[src/rtl/wb_retire_if.sv]
// Retire-bundle handshake between the commit logic and the writeback/retire stage.
interface wb_retire_if #(
    parameter int unsigned NPORT  = 2,
    parameter int unsigned DATA_W = 32,
    parameter int unsigned SIDE_W = 168
) ();
    logic                     flush;
    logic                     valid;
    logic                     ready;
    logic [NPORT-1:0]         lane_v;
    logic [NPORT*32-1:0]      pc;
    logic [NPORT-1:0]         we;
    logic [NPORT*5-1:0]       waddr;
    logic [NPORT*DATA_W-1:0]  wdata;
    logic [SIDE_W-1:0]        side;

    modport master (output flush, valid, lane_v, pc, we, waddr, wdata, side, input ready);
    modport slave  (input flush, valid, lane_v, pc, we, waddr, wdata, side, output ready);
endinterface

[src/rtl/wb_retire_stage.sv]
// Writeback/retire stage: one-cycle register-file write pulse per accepted bundle,
// plus a trace FIFO that serializes retired lanes one per cycle for debug.
module wb_retire_stage #(
    parameter int unsigned NPORT       = 2,
    parameter int unsigned DATA_W      = 32,
    parameter int unsigned SIDE_W      = 168,
    parameter int unsigned TRACE_DEPTH = 8
) (
    input  logic                    clk,
    input  logic                    rst,
    wb_retire_if.slave              in_if,
    output logic [NPORT-1:0]        rf_we_o,
    output logic [NPORT*5-1:0]      rf_waddr_o,
    output logic [NPORT*DATA_W-1:0] rf_wdata_o,
    output logic                    side_valid_o,
    output logic [SIDE_W-1:0]       side_o,
    output logic [31:0]             debug_wb_pc_o,
    output logic [3:0]              debug_wb_rf_wen_o,
    output logic [4:0]              debug_wb_rf_wnum_o,
    output logic [DATA_W-1:0]       debug_wb_rf_wdata_o
);
    localparam int unsigned PTR_W      = (TRACE_DEPTH > 1) ? $clog2(TRACE_DEPTH) : 1;
    localparam int unsigned CNT_W      = $clog2(TRACE_DEPTH + 1);
    localparam int unsigned LANE_CNT_W = $clog2(NPORT + 1);

    typedef struct packed {
        logic [31:0]       pc;
        logic              we;
        logic [4:0]        waddr;
        logic [DATA_W-1:0] wdata;
    } trace_t;

    trace_t                  mem_q [TRACE_DEPTH];
    logic [PTR_W-1:0]        wptr_q, wptr_d, rptr_q, rptr_d;
    logic [CNT_W-1:0]        cnt_q, cnt_d;
    logic                    ready_q, ready_d;
    logic                    accept_c, pop_c;
    logic [LANE_CNT_W-1:0]   push_n_c;
    logic [NPORT-1:0]        we_eff_c;
    logic [PTR_W-1:0]        slot_c [NPORT];

    logic [NPORT-1:0]        rf_we_q;
    logic [NPORT*5-1:0]      rf_waddr_q;
    logic [NPORT*DATA_W-1:0] rf_wdata_q;
    logic                    side_valid_q;
    logic [SIDE_W-1:0]       side_q;
    trace_t                  dbg_q;

    assign accept_c = in_if.valid & ready_q & ~in_if.flush;
    assign pop_c    = (cnt_q != '0);

    // Youngest-writer suppression and compacted FIFO slot per valid lane.
    always_comb begin
        push_n_c = '0;
        we_eff_c = '0;
        for (int i = 0; i < NPORT; i++) begin
            slot_c[i] = PTR_W'((int'(wptr_q) + int'(push_n_c)) % int'(TRACE_DEPTH));
            if (in_if.lane_v[i]) push_n_c = push_n_c + LANE_CNT_W'(1);
            we_eff_c[i] = in_if.lane_v[i] & in_if.we[i];
            for (int j = i + 1; j < NPORT; j++) begin
                if (in_if.lane_v[j] && in_if.we[j] &&
                    (in_if.waddr[j*5 +: 5] == in_if.waddr[i*5 +: 5]))
                    we_eff_c[i] = 1'b0;
            end
        end
    end

    always_comb begin
        int cnt_nxt;
        cnt_nxt = int'(cnt_q) + (accept_c ? int'(push_n_c) : 0) - (pop_c ? 1 : 0);
        cnt_d   = CNT_W'(cnt_nxt);
        ready_d = (int'(TRACE_DEPTH) - cnt_nxt) >= int'(NPORT);
        wptr_d  = accept_c ? PTR_W'((int'(wptr_q) + int'(push_n_c)) % int'(TRACE_DEPTH)) : wptr_q;
        rptr_d  = pop_c ? PTR_W'((int'(rptr_q) + 1) % int'(TRACE_DEPTH)) : rptr_q;
    end

    always_ff @(posedge clk) begin
        if (rst) begin
            wptr_q  <= '0;
            rptr_q  <= '0;
            cnt_q   <= '0;
            ready_q <= 1'b0;
        end else begin
            wptr_q  <= wptr_d;
            rptr_q  <= rptr_d;
            cnt_q   <= cnt_d;
            ready_q <= ready_d;
        end
    end

    // Stage register: anything other than an accept loads a bubble.
    always_ff @(posedge clk) begin
        if (rst || !accept_c) begin
            rf_we_q      <= '0;
            rf_waddr_q   <= '0;
            rf_wdata_q   <= '0;
            side_valid_q <= 1'b0;
            side_q       <= '0;
        end else begin
            rf_we_q      <= we_eff_c;
            rf_waddr_q   <= in_if.waddr;
            rf_wdata_q   <= in_if.wdata;
            side_valid_q <= |in_if.lane_v;
            side_q       <= in_if.side;
        end
    end

    always_ff @(posedge clk) begin
        if (accept_c) begin
            for (int i = 0; i < NPORT; i++) begin
                if (in_if.lane_v[i])
                    mem_q[slot_c[i]] <= '{pc: in_if.pc[i*32 +: 32], we: in_if.we[i],
                                         waddr: in_if.waddr[i*5 +: 5],
                                         wdata: in_if.wdata[i*DATA_W +: DATA_W]};
            end
        end
    end

    always_ff @(posedge clk) begin
        if (rst || !pop_c) dbg_q <= '0;
        else               dbg_q <= mem_q[rptr_q];
    end

    assign in_if.ready         = ready_q;
    assign rf_we_o             = rf_we_q;
    assign rf_waddr_o          = rf_waddr_q;
    assign rf_wdata_o          = rf_wdata_q;
    assign side_valid_o        = side_valid_q;
    assign side_o              = side_q;
    assign debug_wb_pc_o       = dbg_q.pc;
    assign debug_wb_rf_wen_o   = {4{dbg_q.we}};
    assign debug_wb_rf_wnum_o  = dbg_q.waddr;
    assign debug_wb_rf_wdata_o = dbg_q.wdata;
endmodule

[src/flat_wrapper.sv]
// flat-port wrapper written by rule: the top's interface ports become plain ports
module wb_retire_stage_flat 
#(
    parameter int unsigned NPORT       = 2,
    parameter int unsigned DATA_W      = 32,
    parameter int unsigned SIDE_W      = 168,
    parameter int unsigned TRACE_DEPTH = 8
)
  (clk, rst, rf_we_o, rf_waddr_o, rf_wdata_o, side_valid_o, side_o, debug_wb_pc_o, debug_wb_rf_wen_o, debug_wb_rf_wnum_o, debug_wb_rf_wdata_o, in_if_flush, in_if_valid, in_if_lane_v, in_if_pc, in_if_we, in_if_waddr, in_if_wdata, in_if_side, in_if_ready);
  wb_retire_if #(.NPORT(NPORT), .DATA_W(DATA_W), .SIDE_W(SIDE_W)) in_if_i ();
  input  logic clk;
  input  logic rst;
  output logic [NPORT-1:0] rf_we_o;
  output logic [NPORT*5-1:0] rf_waddr_o;
  output logic [NPORT*DATA_W-1:0] rf_wdata_o;
  output logic side_valid_o;
  output logic [SIDE_W-1:0] side_o;
  output logic [31:0] debug_wb_pc_o;
  output logic [3:0] debug_wb_rf_wen_o;
  output logic [4:0] debug_wb_rf_wnum_o;
  output logic [DATA_W-1:0] debug_wb_rf_wdata_o;
  input wire logic [$bits(in_if_i.flush)-1:0] in_if_flush;
  input wire logic [$bits(in_if_i.valid)-1:0] in_if_valid;
  input wire logic [$bits(in_if_i.lane_v)-1:0] in_if_lane_v;
  input wire logic [$bits(in_if_i.pc)-1:0] in_if_pc;
  input wire logic [$bits(in_if_i.we)-1:0] in_if_we;
  input wire logic [$bits(in_if_i.waddr)-1:0] in_if_waddr;
  input wire logic [$bits(in_if_i.wdata)-1:0] in_if_wdata;
  input wire logic [$bits(in_if_i.side)-1:0] in_if_side;
  output wire logic [$bits(in_if_i.ready)-1:0] in_if_ready;
  assign in_if_i.flush = in_if_flush;
  assign in_if_i.valid = in_if_valid;
  assign in_if_i.lane_v = in_if_lane_v;
  assign in_if_i.pc = in_if_pc;
  assign in_if_i.we = in_if_we;
  assign in_if_i.waddr = in_if_waddr;
  assign in_if_i.wdata = in_if_wdata;
  assign in_if_i.side = in_if_side;
  assign in_if_ready = in_if_i.ready;
  wb_retire_stage #(.NPORT(NPORT), .DATA_W(DATA_W), .SIDE_W(SIDE_W), .TRACE_DEPTH(TRACE_DEPTH)) u_core (.clk(clk), .rst(rst), .in_if(in_if_i), .rf_we_o(rf_we_o), .rf_waddr_o(rf_waddr_o), .rf_wdata_o(rf_wdata_o), .side_valid_o(side_valid_o), .side_o(side_o), .debug_wb_pc_o(debug_wb_pc_o), .debug_wb_rf_wen_o(debug_wb_rf_wen_o), .debug_wb_rf_wnum_o(debug_wb_rf_wnum_o), .debug_wb_rf_wdata_o(debug_wb_rf_wdata_o));
endmodule
[config.mk]
export PLATFORM = sky130hd
export DESIGN_NAME = wb_retire_stage_flat
export DESIGN_NICKNAME = d
export VERILOG_FILES = /design/src/rtl/wb_retire_if.sv /design/src/rtl/wb_retire_stage.sv /design/src/flat_wrapper.sv
export SDC_FILE = /design/constraint.sdc
export NUM_CORES = 1
export LEC_CHECK = 0
export BUFFER_PORTS_ARGS = -buffer_cell sky130_fd_sc_hd__buf_2
export CAP_MARGIN = 5
export CORE_ASPECT_RATIO = 1.1
export CORE_MARGIN = 5
export CORE_UTILIZATION = 51
export DETAILED_ROUTE_END_ITERATION = 8
export GPL_ROUTABILITY_DRIVEN = 0
export GPL_TIMING_DRIVEN = 0
export PLACE_DENSITY_LB_ADDON = 0.05
export SETUP_SLACK_MARGIN = 0.05
export SKIP_LAST_GASP = 1
export SYNTH_ARGS = -nofsm -noshare
export SYNTH_HDL_FRONTEND = slang
export SYNTH_SLANG_ARGS = --single-unit
[constraint.sdc]
create_clock -name clk -period 6.75 [get_ports clk]
set_input_delay 0.675 -clock clk [delete_from_list [all_inputs] [get_ports clk]]
set_output_delay 0.675 -clock clk [all_outputs]
set_load 0.005 [all_outputs]
==> flow_summary.json <==
{
  "status": "finished clean",
  "fin_skew_ns": 0.0237,
  "irDropWorstVdd_mv": 0.282,
  "yosysTopAreaCellShare_pct": 45.5,
  "post-place-ws_ns": 2.44,
  "synth_edf_count": 560,
  "cp_data_required_time_ns": 7.08,
  "ys_seq_area_share_pct": 63.2,
  "antenna_found_initial": 22,
  "synth_ff_type": "edfxtp_1",
  "cts_root_buf": "clkbuf_16",
  "crit_path_frequent_cell": "buf_12",
  "ys_seq_elements": 886,
  "grt_use_met2_pct": 46.0,
  "die_w_um": 267,
  "critPathLaunchType": "flop",
  "syn_nets": 2582,
  "yosysTopAreaCell": "edfxtp_1",
  "synthMostInstantiatedCell": "edfxtp_1",
  "yosys-top-cells-count": "edfxtp_1, mux2_2, dfxtp_1, and2_1, mux4_2",
  "portBuffers": 621,
  "synthCells": 2249,
  "ctsLongestPathBuffers": 3,
  "drive_gt1_share_pct": 49.9,
  "powerDensity_mw_per_mm2": 312,
  "cts.htree.levels": 3,
  "drt-vias-per-instance": 5.59,
  "routed-via-count": 22500,
  "grt_setup_unrepaired": "false",
  "insertion_delay_ns": 0.64,
  "drt-total-wl_um": 107000,
  "fp-row-count": 103,
  "cts_buffers": 91,
  "cts_resized": 0,
  "first_pass_iters": 5,
  "slew_violations": 0,
  "post_cts_buffers": 0,
  "area_growth_pct": 21.6,
  "tightest_slew_ns": 1.14,
  "ios": 633,
  "critPathCaptureType": "flop",
  "grt_pass1_vias": 24000,
  "cp.depth": 9,
  "worst_path_largest_cell_delay_ns": 0.79,
  "grt_pass1_wl_um": 157000,
  "min-delay-start": "in_if_side[4]",
  "ys_warn_count": 0,
  "gr-total-overflow": 0,
  "slowest_stage": "nor3_2",
  "critPathArrivalTime_ns": 4.24,
  "hold_violations": 0,
  "leakage_nw": 17.1,
  "cts_sinks": 886,
  "clkTransAtPathRegs_ns": 0.07,
  "nFillCells": 5454,
  "path_buf_inv": 5,
  "grt_max_degree": 41,
  "fmax_mhz": 255,
  "ys_types": 46,
  "fp.dieH_um": 292,
  "worstPathCellList": "ha_1, ha_1, buf_1, nor3_2, buf_2, o21bai_4, buf_12, buf_12, buf_12",
  "final_net_count": 3319,
  "coreArea_mm2": 0.0718,
  "dp_hpwl_um": 73700,
  "async_reset_ff_share_pct": 0,
  "final.period_utilization_pct": 58.0,
  "syn-cell-area_mm2": 0.0369,
  "track_usage_pct": 27.0,
  "r2r_start": "u_core.wptr_q[0]$_SDFFE_PP0N_",
  "reg2reg_depth": 9,
  "wl_per_cell_um": 26.7,
  "finalSetupViolCount": 0,
  "cp-startpoint": "u_core.wptr_q[0]$_SDFFE_PP0N_",
  "cts_hold_buf": 0,
  "cp_max_fo": 21,
  "hold_class": "input port to flop",
  "die-area_mm2": 0.0779,
  "avgSynthCellArea_um2": 16.4,
  "path_class": "flop to flop",
  "synth.area.top_cells": "edfxtp_1, dfxtp_1, mux2_2, mux4_2, and2_1",
  "grt_use_met1_pct": 35.3,
  "maxCapViolations": 0,
  "path_delay_family": "buffers and inverters",
  "use_met3_pct": 6.19,
  "final_util_pct": 62.5,
  "setup_ws_ns": 2.83,
  "ant_nets": 0,
  "initial_core_util_pct": 51.4,
  "fin_crit_ns": 3.92,
  "drc": 0,
  "cts_tree": "done",
  "whs_path_depth": 2,
  "drt_iter0_drc": 1638,
  "grt.busiest_layer": "met2",
  "p_total_mw": 14.0,
  "relSlewSlack_pct": 23.9
}
==> metal layers <==
layer / part of all wire (%) / vias up
li1: - / 9986
met1: 40 / 11500
met5: 0.098 / -
met3: 7.9 / 145
met2: 50 / 791
met4: 2.0 / 16
==> registers in the layout (all words and copies together), names as in the netlist <==
signal and cells:
u_core.wptr_q 3, u_core.debug_wb_rf_wdata_o 32, u_core.rptr_q 3, u_core.rf_waddr_o 10, u_core.debug_wb_pc_o 32, u_core.mem_q 560
u_core.debug_wb_rf_wnum_o 5, u_core.debug_wb_rf_wen_o 1, u_core.rf_we_o 2, u_core.side_o 168, u_core.cnt_q 4, u_core.side_valid_o 1
u_core.in_if.ready 1, u_core.rf_wdata_o 64
==> worst reg2reg max path, delay by kind of cell (launching register included) <==
kind,cells,cell delay [ns]
AO/OA/AOI/OAI,1,0.44
adder cells (fa/ha/maj),2,0.43
buffers and inverters,5,1.45
flip-flops,1,0.48
AND/OR/NAND/NOR,1,0.79
==> cells in the final DEF (no fill, tap or decap), types with 5 or more instances in the layout <==
master / n
a21oi_1: 7
ha_1: 17
mux2_1: 54
mux4_2: 140
dfxtp_1: 326
buf_6: 6
buf_16: 10
buf_2: 687
diode_2: 14
nor2_1: 83
inv_6: 5
clkbuf_1: 81
clkinv_1: 6
clkbuf_16: 97
and2_1: 243
xnor2_1: 5
mux2_2: 506
buf_12: 13
inv_1: 15
clkinv_2: 19
mux2i_1: 70
edfxtp_1: 560
buf_1: 13
nand2_1: 9
nand3_1: 6
clkbuf_8: 19
xor2_1: 6
==> logic make-up (layout without fill, tap and decap cells) <==
logic type,count (synthesis),count (layout),synth area share (%)
DFF,886,886,63.2
muxes,770,770,27.5
and+or+nand+nor,369,369,5.74
buffers and inverters,167,981,2.08
AOI/OAI and AO/OA,27,27,0.488
adders and majority gates,19,19,0.685
xor gates and xnor gates,11,11,0.261
other,0,14,0
==> layout make-up <==
class,instances,area [µm²],area share [%]
Buffer,152,713,1.59
Sequential cell,886,23300,52.0
Tap cell,945,1180,2.63
Antenna cell,14,35.0,0.0780
Inverter,15,56.3,0.125
Multi-Input combinational cell,1196,12900,28.7
Clock buffer,134,2760,6.14
Timing Repair Buffer,644,3640,8.12
Clock inverter,36,280,0.624
==> per-stage QoR <==
step	hold WS (ns)	TNS (ns)	instances	cell area, µm²
after floorplan	0.515	0	2249	36900
after detailed placement	0.572	0	3838	41800
final	0.235	0	4022	44900
after global placement	0.554	-1270.40	3815	41200
after CTS	0.194	0	4008	44900
after global routing	0.214	0	4015	44900
==> final timing paths <==
kind,end,slack [ns]
max,u_core.mem_q[1][11]$_DFFE_PP_,2.83
min,u_core.side_o[4]$_SDFF_PP0_,0.24
max reg2reg,u_core.mem_q[1][11]$_DFFE_PP_,2.83
min reg2reg,u_core.rptr_q[1]$_SDFFE_PP0N_,0.58
==> power breakdown <==
group	leakage (nW)	total, mW	switching [mW]	internal, mW
logic	7.93	2.84	1.50	1.34
registers	7.68	6.13	0.106	6.02
clock network	1.51	5.06	2.11	2.95
total	17.1	14.0	3.72	10.3
(Power assumes the default switching activity.)
